File: src/rtl/blake2_block_packer.sv
// blake2_block_packer
// Feeder for the blake2 compression core. Collects a little-endian word stream
// (valid/ready) into NW-word blocks and zero-pads the final block. It also keeps
// the running byte offset t and the final-block flag. A block goes to the core as
// a one-cycle strobe. The next block cannot issue until the core reports done, but
// it can be filled while the core is still busy.
//
// Optional build macro:
//   BLAKE2_PACKER_ERR_EN - compiles in protocol checking that drives a sticky err_o.
//                          When it is undefined, err_o is tied low.
module blake2_block_packer #(
    parameter int W  = 64,
    parameter int NW = 16,
    parameter int BW = 4
) (
    input  logic              clk,
    input  logic              nreset,
    input  logic              s_valid_i,
    output logic              s_ready_o,
    input  logic [W-1:0]      s_data_i,
    input  logic              s_last_i,
    input  logic [BW-1:0]     s_bytes_i,
    input  logic              core_done_i,
    output logic              blk_valid_o,
    output logic [W*NW-1:0]   blk_data_o,
    output logic [2*W-1:0]    blk_t_o,
    output logic              blk_last_o,
    output logic              err_o
);

    localparam int NB  = W / 8;                // bytes per word
    localparam int IW  = $clog2(NW);           // word index width
    localparam int BCW = $clog2(NB * NW + 1);  // block byte count width

    typedef enum logic [1:0] {
        ST_FILL = 2'd0,
        ST_HOLD = 2'd1,
        ST_PEND = 2'd2
    } state_t;

    state_t           state_reg;
    logic [IW-1:0]    idx_reg;
    logic [BCW-1:0]   bc_reg;
    logic [2*W-1:0]   t_reg;
    logic             busy_reg;
    logic             final_reg;
    logic [W-1:0]     buf_reg [NW];

    logic [BW-1:0]    eff_bytes;
    logic [W-1:0]     masked_word;
    logic             fill_wr;
    logic             hold_empty_last;
    logic             issue;

    // Valid byte count of the incoming word. Words that are not last are always
    // full. An oversize count on a last word is clamped so bc never overruns.
    always_comb begin
        eff_bytes = BW'(NB);
        if (s_last_i && (s_bytes_i <= BW'(NB)))
            eff_bytes = s_bytes_i;
    end

    // Zero every byte at or beyond the valid count, so the block tail is padded.
    generate
        for (genvar gi = 0; gi < NB; gi++) begin : g_mask
            assign masked_word[8*gi +: 8] = (BW'(gi) < eff_bytes) ? s_data_i[8*gi +: 8] : 8'h00;
        end
    endgenerate

    // HOLD can only swallow an empty last word. Any other word is left waiting
    // for the next block, and the current block is marked non-final.
    assign hold_empty_last = s_last_i && (s_bytes_i == '0);
    assign s_ready_o       = nreset && ((state_reg == ST_FILL) ||
                                        ((state_reg == ST_HOLD) && hold_empty_last));
    assign fill_wr         = (state_reg == ST_FILL) && s_valid_i;
    assign issue           = (state_reg == ST_PEND) && !busy_reg;

    // The block outputs depend only on registers, so there is no path from the
    // input ports.
    assign blk_valid_o = issue;
    assign blk_t_o     = t_reg + {{(2*W-BCW){1'b0}}, bc_reg};
    assign blk_last_o  = final_reg;

    // Block buffer. Each word is loaded at its index and cleared when the block
    // issues, so the next block starts zero-padded.
    generate
        for (genvar gi = 0; gi < NW; gi++) begin : g_buf
            always_ff @(posedge clk) begin
                if (!nreset)
                    buf_reg[gi] <= '0;
                else if (issue)
                    buf_reg[gi] <= '0;
                else if (fill_wr && (idx_reg == IW'(gi)))
                    buf_reg[gi] <= masked_word;
            end
            assign blk_data_o[W*gi +: W] = buf_reg[gi];
        end
    endgenerate

    // Control FSM: fill, resolve a full block, issue, and track the core busy flag.
    always_ff @(posedge clk) begin
        if (!nreset) begin
            state_reg <= ST_FILL;
            idx_reg   <= '0;
            bc_reg    <= '0;
            t_reg     <= '0;
            busy_reg  <= 1'b0;
            final_reg <= 1'b0;
        end else begin
            // done is only meaningful while a block is out; issuing sets busy.
            if (issue)
                busy_reg <= 1'b1;
            else if (core_done_i)
                busy_reg <= 1'b0;

            case (state_reg)
                ST_FILL: begin
                    if (s_valid_i) begin
                        bc_reg <= bc_reg + BCW'(eff_bytes);
                        if (s_last_i) begin
                            final_reg <= 1'b1;
                            state_reg <= ST_PEND;
                        end else if (idx_reg == IW'(NW - 1)) begin
                            state_reg <= ST_HOLD;
                        end else begin
                            idx_reg <= idx_reg + 1'b1;
                        end
                    end
                end
                ST_HOLD: begin
                    if (s_valid_i) begin
                        final_reg <= hold_empty_last;
                        state_reg <= ST_PEND;
                    end
                end
                ST_PEND: begin
                    if (issue) begin
                        // Offset restarts after the final block of a message.
                        t_reg     <= final_reg ? '0 : (t_reg + {{(2*W-BCW){1'b0}}, bc_reg});
                        idx_reg   <= '0;
                        bc_reg    <= '0;
                        final_reg <= 1'b0;
                        state_reg <= ST_FILL;
                    end
                end
                default: state_reg <= ST_FILL;
            endcase
        end
    end

`ifdef BLAKE2_PACKER_ERR_EN
    logic err_reg;
    logic word_taken;
    logic bad_bytes;
    logic bad_empty;

    assign word_taken = s_valid_i && s_ready_o;
    assign bad_bytes  = s_bytes_i > BW'(NB);
    // An empty last word is legal only at the start of a block. The copy
    // consumed in HOLD is the expected way to close an exact-multiple message.
    assign bad_empty  = (state_reg == ST_FILL) && s_last_i &&
                        (s_bytes_i == '0) && (idx_reg != '0);

    // Sticky protocol error flag. It is cleared only by reset.
    always_ff @(posedge clk) begin
        if (!nreset)
            err_reg <= 1'b0;
        else if (word_taken && (bad_bytes || bad_empty))
            err_reg <= 1'b1;
    end

    assign err_o = err_reg;
`else
    assign err_o = 1'b0;
`endif

endmodule

File: config.mk
export PLATFORM = sky130hd
export DESIGN_NAME = blake2_block_packer
export DESIGN_NICKNAME = d
export VERILOG_FILES = /design/src/rtl/blake2_block_packer.sv
export SDC_FILE = /design/constraint.sdc
export NUM_CORES = 1
export LEC_CHECK = 0
export BUFFER_PORTS_ARGS = -buffer_cell sky130_fd_sc_hd__buf_2
export CORE_AREA = 2 2 478 480
export DETAILED_ROUTE_END_ITERATION = 12
export DIE_AREA = 0 0 480 482
export SKIP_LAST_GASP = 1
export SLEW_MARGIN = 20
export SYNTH_ARGS = -nofsm -noshare
export SYNTH_HDL_FRONTEND = slang
export SYNTH_SLANG_ARGS = --single-unit
export TNS_END_PERCENT = 100
File: constraint.sdc
create_clock -name clk -period 9.44 [get_ports clk]
set_input_delay 0.472 -clock clk [delete_from_list [all_inputs] [get_ports clk]]
set_output_delay 0.472 -clock clk [all_outputs]
set_load 0.01 [all_outputs]
==> results.md, run 1 <==
Timing:
- The final setup violation count is 0.
- The worst path uses 51.44% of the clock period.
- At the pin with the least slew margin, the transition time is roughly 1.2 ns.
- The worst path needs approximately 4.9 ns of the cycle, external delays included.
- The aggregate negative setup slack is 0 ns.
- The final hold violation count is 0.
- The relative slew slack is between 10% and 20%.
- The maximum frequency from static timing analysis is around 0.21 GHz.
- Setup repair after global routing left no endpoint under its margin.
- The final setup skew is roughly 0.043 ns.
- The count of final max-slew check failures is 0.

Placement:
- The number of buffers added on ports is roughly 1.2k.
- The total instance count after detailed placement is roughly 8k.
- At the end of routability-driven placement, the weighted congestion stood at ~0.95.
- After legalization and detailed placement, the total HPWL measured between 150000 and 200000 um.

Floorplanning:
- The core region is roughly 230000 sq um.
- The floorplan step defined a die boundary enclosing around 230000 sq um.
- Row generation in the floorplan step produced about 180 rows.
- The initial core utilization is around a fifth.
- The floorplan step set the die width to approximately 480 um.
- In this run the count of I/O pins placed on the die edge is 1229.
- The y dimension of the die is ~480 um.

Logic synthesis:
- The synthesized design contains ~1.2k register bits.
- Among all flip-flop cells after synthesis, the most frequent one is sky130_fd_sc_hd__edfxtp_1.
- Synthesis handed over a netlist of approximately 3.8k instances.
- The net count after synthesis is between 3k and 4k.
- The share of the yosys chip area belonging to registers is 72.49%.
- The netlist area before placement is between 40000 and 50000 sq um.
- The average size of a mapped cell is 12.34 sq um.
- The count of flip-flops with a built-in enable after synthesis is roughly 1.0k.
- The Yosys step of the flow raised 0 warnings.
- The synthesized netlist contains about 80 unique library cells.
- After synthesis, the share of flip-flops with an asynchronous set or reset is 0%.

Min path:
- The instance count along the most critical hold path is 4.
- The path with the worst hold slack has its endpoint at state_reg[1]$_SDFFE_PN0P_.
- The critical hold path startpoint is s_valid_i.
- The worst hold path belongs to the class in2reg.

Clock tree:
- In this run the number of H-tree levels came out at 4.
- The clock sink count is between 1k and 1.5k.
- TritonCTS created 135 clock buffers.
- Counting along the longest clock path gives a buffer depth of 3.
- In this run, post-CTS hold repair placed 3 buffers.
- The number of setup buffers added after CTS is 0.
- The quantity of gates resized following cts is 0.
- The root buffer cell is sky130_fd_sc_hd__clkbuf_16.
- After clock tree synthesis, the clock-pin slew on the worst setup and hold paths is around 0.07 ns.
- The CTS tree is done.
- Clock latency on the worst-skew pair, taken at its later pin, is between 0.7 and 0.8 ns.

GRT:
- The total track usage is 18.20%.
- The first-pass GRT wire length is slightly below 300000 um.
- The number of antenna violations at the first check in global routing came to 25.
- The via count of the first global-routing pass is between 30k and 40k.
- The total congestion overflow after global routing is 0.
- The maximum number of pins on one net before global-route repair is 77.

Critical path:
- At the worst endpoint, the required time is about 9 ns.
- The end of the worst register-to-register path is buf_reg[1][389]$_SDFFCE_PN0P_.
- The worst setup path is captured at an output pin.
- The signal arrival time at the worst endpoint is between 4 and 5 ns.
- The worst setup path startpoint is bc_reg[2]$_SDFFE_PN0P_.
- The reg-to-reg startpoint is state_reg[0]$_SDFFE_PN0P_.
- The launching element type of the critical path is a flip-flop.
- Of all nets on the critical path, the largest fanout is 10.
- The worst setup path is of the reg2out kind.
- In this run the register-to-register setup slack is 4.85 ns.
- The depth of the worst register-to-register path is 7.

Route:
- The total wirelength of the detailed-routed design is around 220000 um.
- In the routed layout, each cell is associated on average with a via count of about 4.6.
- The wire length per cell is 27.64 um.
- The number of detailed-routing iterations run before antenna repair is 6.
- The detail route stage leaves a number of antenna-violating nets equal to 0.
- The total number of vias is about 37k.
- The number of remaining DRC errors is 0.
- The first routing iteration left approximately 4.2k violations.

Pwr:
- The worst-case IR drop observed on VDD is just under 200 uV.
- The leakage power is around 24 nW.
- The power per standard cell area is just over 200 nW/um^2.

Run:
- The max capacitance violation total is 0.

Final layout:
- The fill cell instance count of the final layout is approximately 24k.
- The number of flip-flops in the largest register is ~1.0k.
- The growth of design area from synthesis to finish is 30.79%.
- The multi-input combinational cell area is roughly 12000 sq um.
- In the final layout, the share of cells above drive strength 1 is around 32%.
- In the final design database the tool counted 4991 nets.
- Leaving out filler cells and counting taps, the final layout contains ~8.0k.
- The sequential cells in the finished layout cover a total of roughly 34000 sq um.

Status:
- The run finished with clean final reports.
-- power breakdown --
| part | internal [mW] | total (mW) | leakage, nW | switching [mW] |
|---|---|---|---|---|
| Clock | 2.99 | 5.35 | 2.17 | 2.36 |
| Sequential | 5.86 | 5.95 | 11.9 | 0.0896 |
| Combinational | 0.225 | 1.00 | 10.4 | 0.780 |
-- per-layer routing --
| metal | track usage (%) | part of all wire (%) | vias to the layer above |
|---|---|---|---|
| li1 | - | - | 15622 |
| met1 | 21.76 | 37 | 18300 |
| met2 | 31.36 | 50 | 2308 |
| met3 | 4.349 | 9.2 | 396 |
| met4 | 7.381 | 4.2 | 6 |
| met5 | 0 | 0.017 | - |
-- worst max-delay path by stage --
stage                                                to  slack, ns  cells past startpoint
final                                       blk_t_o[53]       4.58                      7
after global placement    buf_reg[1][396]$_SDFFCE_PN0P_       4.67                      8
after global routing                       blk_t_o[120]       4.38                      7
after floorplan           buf_reg[0][320]$_SDFFCE_PN0P_       5.61                      8
after detailed placement  buf_reg[1][396]$_SDFFCE_PN0P_       4.69                      8
after CTS                                  blk_t_o[120]       4.53                      7
-- kinds of logic (layout without fill, tap and decap cells) --
kind of cell / after synthesis / after routing / share of synthesized area, %
buf+inv: 335 / 1588 / 2.802
fa+ha+maj: 16 / 16 / 0.4477
xor+xnor: 130 / 130 / 2.454
flops: 1168 / 1168 / 72.49
compound gates: 348 / 348 / 5.100
simple gates: 1753 / 1753 / 16.52
mux: 8 / 8 / 0.1753
other cells: 1 / 16 / 0.008083
-- synth_stat cells (36+ instances only) --
cell                       count  area, sq um
sky130_fd_sc_hd__nor2_1     1132         4249
sky130_fd_sc_hd__clkbuf_1    238        893.4
sky130_fd_sc_hd__xnor2_1      78        683.2
sky130_fd_sc_hd__o21ai_0      73        365.4
sky130_fd_sc_hd__a31oi_1      62        387.9
sky130_fd_sc_hd__buf_1        36        135.1
sky130_fd_sc_hd__edfxtp_1   1024        30750
sky130_fd_sc_hd__nand2_1     219        822.0
sky130_fd_sc_hd__nand4_1      67        419.2
sky130_fd_sc_hd__dfxtp_1     144         2883
sky130_fd_sc_hd__a21oi_1      71        355.3
sky130_fd_sc_hd__xor2_1       52        455.4
sky130_fd_sc_hd__nor3_1       50        250.2
sky130_fd_sc_hd__nand3_1      89        445.4
-- cell type report --
type | instances | share of cell area (%)
clock buffers | 172 | 5.879
diodes | 15 | 0.06186
repair buffers | 1312 | 11.24
inverters | 29 | 0.1794
flip-flops and latches | 1168 | 55.43
well taps | 3009 | 6.205
clock inverters | 75 | 1.549
multi-input cells | 2256 | 19.46
-- cells in the final DEF, fill, tap and decap left out, types with 28 or more instances in the layout --
cell and count:
sky130_fd_sc_hd__xnor2_1 78, sky130_fd_sc_hd__edfxtp_1 1024, sky130_fd_sc_hd__buf_4 78, sky130_fd_sc_hd__clkbuf_1 32, sky130_fd_sc_hd__nor3_1 50, sky130_fd_sc_hd__nand2_2 28
sky130_fd_sc_hd__nor2_1 1130, sky130_fd_sc_hd__a31oi_1 62, sky130_fd_sc_hd__and3_1 34, sky130_fd_sc_hd__inv_1 28, sky130_fd_sc_hd__o21ai_0 73, sky130_fd_sc_hd__a21oi_1 71
sky130_fd_sc_hd__dfxtp_1 143, sky130_fd_sc_hd__nand2_4 28, sky130_fd_sc_hd__buf_2 1227, sky130_fd_sc_hd__nand2_1 161, sky130_fd_sc_hd__nor4_1 33, sky130_fd_sc_hd__nand3_1 89
sky130_fd_sc_hd__clkbuf_16 135, sky130_fd_sc_hd__xor2_1 52, sky130_fd_sc_hd__nand4_1 67
-- through the flow --
step	hold slack [ns]	power [mW]	setup WS [ns]	utilization [%]	instance area, sq um
2_1_floorplan	0.4273	6.421	5.613	-	46390
3_5_place_dp	0.4555	7.083	4.693	24.76	56050
4_1_cts	0.06728	12.43	4.534	26.76	60590
5_1_grt	0.1103	12.65	4.382	26.78	60640
3_3_place_gp	0.4429	7.073	4.666	24.75	56040
6_report	0.1628	12.31	4.584	26.80	60680
-- critical path, stage by stage (launching register included) --
cell,delay [ns]
sky130_fd_sc_hd__dfxtp_1,0.39
sky130_fd_sc_hd__ha_1,0.40
sky130_fd_sc_hd__o211ai_1,0.17
sky130_fd_sc_hd__or3_1,0.59
sky130_fd_sc_hd__a2111oi_4,0.96
sky130_fd_sc_hd__nand4_1,0.34
sky130_fd_sc_hd__xnor2_1,0.52
sky130_fd_sc_hd__buf_2,0.23
Power figures use the tool's default switching activity.
==> run 2, diff against run 1 <==
==> constraint.sdc (replaced) <==
create_clock -name clk -period 4.9 [get_ports clk]
set_input_delay 0.245 -clock clk [delete_from_list [all_inputs] [get_ports clk]]
set_output_delay 0.245 -clock clk [all_outputs]
set_load 0.01 [all_outputs]
==> results.md, run 2 (synthesis results as in run 1) <==
Status:
- The flow ran to the end, and the final reports show no timing, DRC or antenna violations.

Final layout:
- The cell area after layout is a little over 60000 sq um.
- The fraction of the core area covered by cells at the end of the flow is between 20% and 30%.
- In the layout the commonest cells are sky130_fd_sc_hd__buf_2, sky130_fd_sc_hd__nor2_1, sky130_fd_sc_hd__edfxtp_1.
- The number of flip-flops in the largest register is slightly above 1k.
- The most common library cell in the layout ignoring fill and taps is sky130_fd_sc_hd__buf_2.
- Relative to the synthesized area, the layout overhead comes to 31.74%.
- The fill cell instance count of the final layout is ~23k.
- Cells with a size suffix above 1 make up between 30 and 40% of the layout.
- After the last flow step, the layout net total stands at between 5k and 6k.

Placement:
- The routability-driven placement congestion ratio is approximately 0.96.
- The worst setup slack after placement is 1.240 ns.
- Detailed placement ended at an HPWL of 153900 um.
- Port buffering added 1227 buffers.
- The placed instance area is approximately 56000 sq um.

Floorplanning:
- The core region is approximately 230000 sq um.
- Measured along the y axis, the die boundary spans around 480 um.
- The overall die width is 480 um.
- The initial core utilization is roughly a fifth.
- The boundary pin count is around 1.2k.
- The number of core rows is roughly 180.
- The area of the die is approximately 230000 sq um.

Route:
- For this block, the routed nets add up to about 220000 um of wire.
- The number of detailed-routing iterations run before antenna repair is 6.
- In the routed design, unresolved DRC markers number 0.
- Once detail routing completed, the nets flagged for antenna violations numbered 0.
- The first routing iteration left about 4.5k violations.
- The total number of vias is between 30k and 40k.
- Dividing the detail-routed wire length by the instance count gives around 28 um.
- Using the TritonRoute via totals, the vias-per-cell ratio works out to 4.580.

Critical path:
- On the worst path, the slowest cell contributes a delay of between 0.9 and 1 ns.
- The critical path in this run is classified as reg2out.
- The critical path depth is 8.
- The library cell contributing the largest single delay on the critical path is sky130_fd_sc_hd__nor4b_1.
- The maximum fanout encountered on the critical timing path is 10.
- The combined buffer and inverter count along the critical path is 2.
- For the worst setup path, the data arrival time is 4.31 ns.
- Traced cell by cell, the critical path runs through nand4_2, nor4_1, nand3_1, nor4b_1, buf_4, nand2_1, xnor2_1, buf_2.
- The required time of the critical path is approximately 4.7 ns.
- The launching element type of the critical path is a flip-flop.
- The kind of cell adding the most delay to the critical path is simple AND/OR/NAND/NOR gates.
- The worst register-to-register path has a depth of 6.
- STA classifies the critical path endpoint as an output pin.

Pwr:
- The design draws between 20 and 25 mW.
- For this design the ratio of total power to cell area is between 300 and 400 nW/um^2.
- The leakage power is ~25 nW.
- The worst supply voltage drop on vdd is approximately 280 uV.

Timing:
- Once routing completed, OpenROAD measured the worst setup slack at roughly 0.34 ns.
- The maximum frequency from static timing analysis is around 0.22 GHz.
- The pin slew with the least headroom to its limit is 1.207 ns.
- Setup violations remaining at the end of the flow were counted as 0.
- The final setup skew is roughly 0.054 ns.
- The final critical delay including setup and external delays is around 4.6 ns.
- In the final timing run, aggregate negative setup slack is 0 ns.
- Setup repair after global routing left no endpoint under its margin.
- The relative slew slack is between 10% and 20%.
- The final critical path takes up 93.02% of the cycle.
- The count of final max-slew check failures is 0.
- The final hold violation count came to 0.

Clock tree:
- The total CTS buffers is 133.
- Counting along the longest clock path gives a buffer depth of 3.
- The clock insertion delay at the later pin of the skew report is slightly above 0.8 ns.
- The buffers inserted during post-CTS setup optimization is 0.
- Buffers inserted to repair hold after CTS numbered 19.
- The tree is rooted in a sky130_fd_sc_hd__clkbuf_16.
- The CTS tree is done.
- The H-tree generated during clock tree synthesis spans 4 levels.
- The clock slew at the register clock pins of the worst setup and hold paths is around 0.060 ns.
- CTS saw 1168 sinks.
- Once the clock tree was built, the resizer swapped 0 gates to a different size.

Min path:
- The type of the most critical hold path is in2reg.
- Counting instances, the worst hold path has a depth of 4.

GRT:
- For this run, the total global-route usage over all layers was measured as a little under a fifth.
- The maximum number of pins on one net before global-route repair is 77.
- The first global-routing pass estimated 294000 um of wire.
- The total congestion overflow after global routing is 0.
- The number of antenna violations at the first check in global routing is 25.
- The via count of the first global-routing pass is approximately 35k.

Run:
- Max-cap violations in this run came to 0.
==> run 2: changes by cell type in the layout (fill, tap and decap cells not counted), sizes merged <==
| cell | delta |
|---|---|
| buf | +27 |
| bufinv | +1 |
| clkbuf | -10 |
| clkinv | +4 |
| clkinvlp | -1 |
| diode | +1 |
| dlygate4sd3 | +16 |
| inv | -4 |
==> run 2: worst register-to-register path: stages (launching register included) <==
cell                      delay [ns]
sky130_fd_sc_hd__dfxtp_1        0.51
sky130_fd_sc_hd__nand3_1        0.29
sky130_fd_sc_hd__or4_1          0.77
sky130_fd_sc_hd__nor4_4         0.73
sky130_fd_sc_hd__nand2_1        0.29
sky130_fd_sc_hd__or4_1          0.53
sky130_fd_sc_hd__a21oi_1        0.37
==> run 2: final timing paths <==
path	from	endpoint	slack, ns
max	t_reg[12]$_SDFFE_PN0P_	blk_t_o[92]	0.34
min reg2reg	t_reg[104]$_SDFFE_PN0P_	t_reg[104]$_SDFFE_PN0P_	0.48
max reg2reg	t_reg[34]$_SDFFE_PN0P_	t_reg[80]$_SDFFE_PN0P_	1.28
min	s_data_i[25]	buf_reg[1][153]$_SDFFCE_PN0P_	0.09
==> run 2: metrics by stage <==
stage	hold slack [ns]	std cells
floorplan	0.4268	3759
global placement	0.4479	7798
detailed placement	0.4598	7798
CTS	0.0008935	8054
global route	0.02465	8057
finish	0.08671	8070
==> run 2: layout make-up <==
cell class / count / area (sq um) / share of cell area (%)
diodes: 16 / 40.04 / 0.06551
repair buffers: 1355 / 7297 / 11.94
clock buffers: 162 / 3530 / 5.775
clock inverters: 75 / 967.2 / 1.582
inverters: 29 / 108.9 / 0.1781
well taps: 3009 / 3765 / 6.160
multi-input cells: 2256 / 11780 / 19.27
flip-flops and latches: 1168 / 33630 / 55.03
==> run 2: power by group <==
part | internal, mW | switching (mW) | total (mW) | leakage [nW]
clock | 5.78 | 4.49 | 10.3 | 2.16
sequential | 11.3 | 0.166 | 11.5 | 11.9
combinational | 0.464 | 1.52 | 1.98 | 10.7
total | 17.5 | 6.17 | 23.7 | 24.7
==> run 2: layer usage <==
layer  global-route usage [%]  part of all wire [%]  vias to the layer above  wire length, um
met1                    21.67                    37                    18381            81640
met3                    4.338                   9.6                      448            21390
met2                    31.44                    49                     2431           108800
li1                         -                     -                    15689                -
met5                        0                 0.030                        -               67
met4                    8.495                   4.8                       10            10770
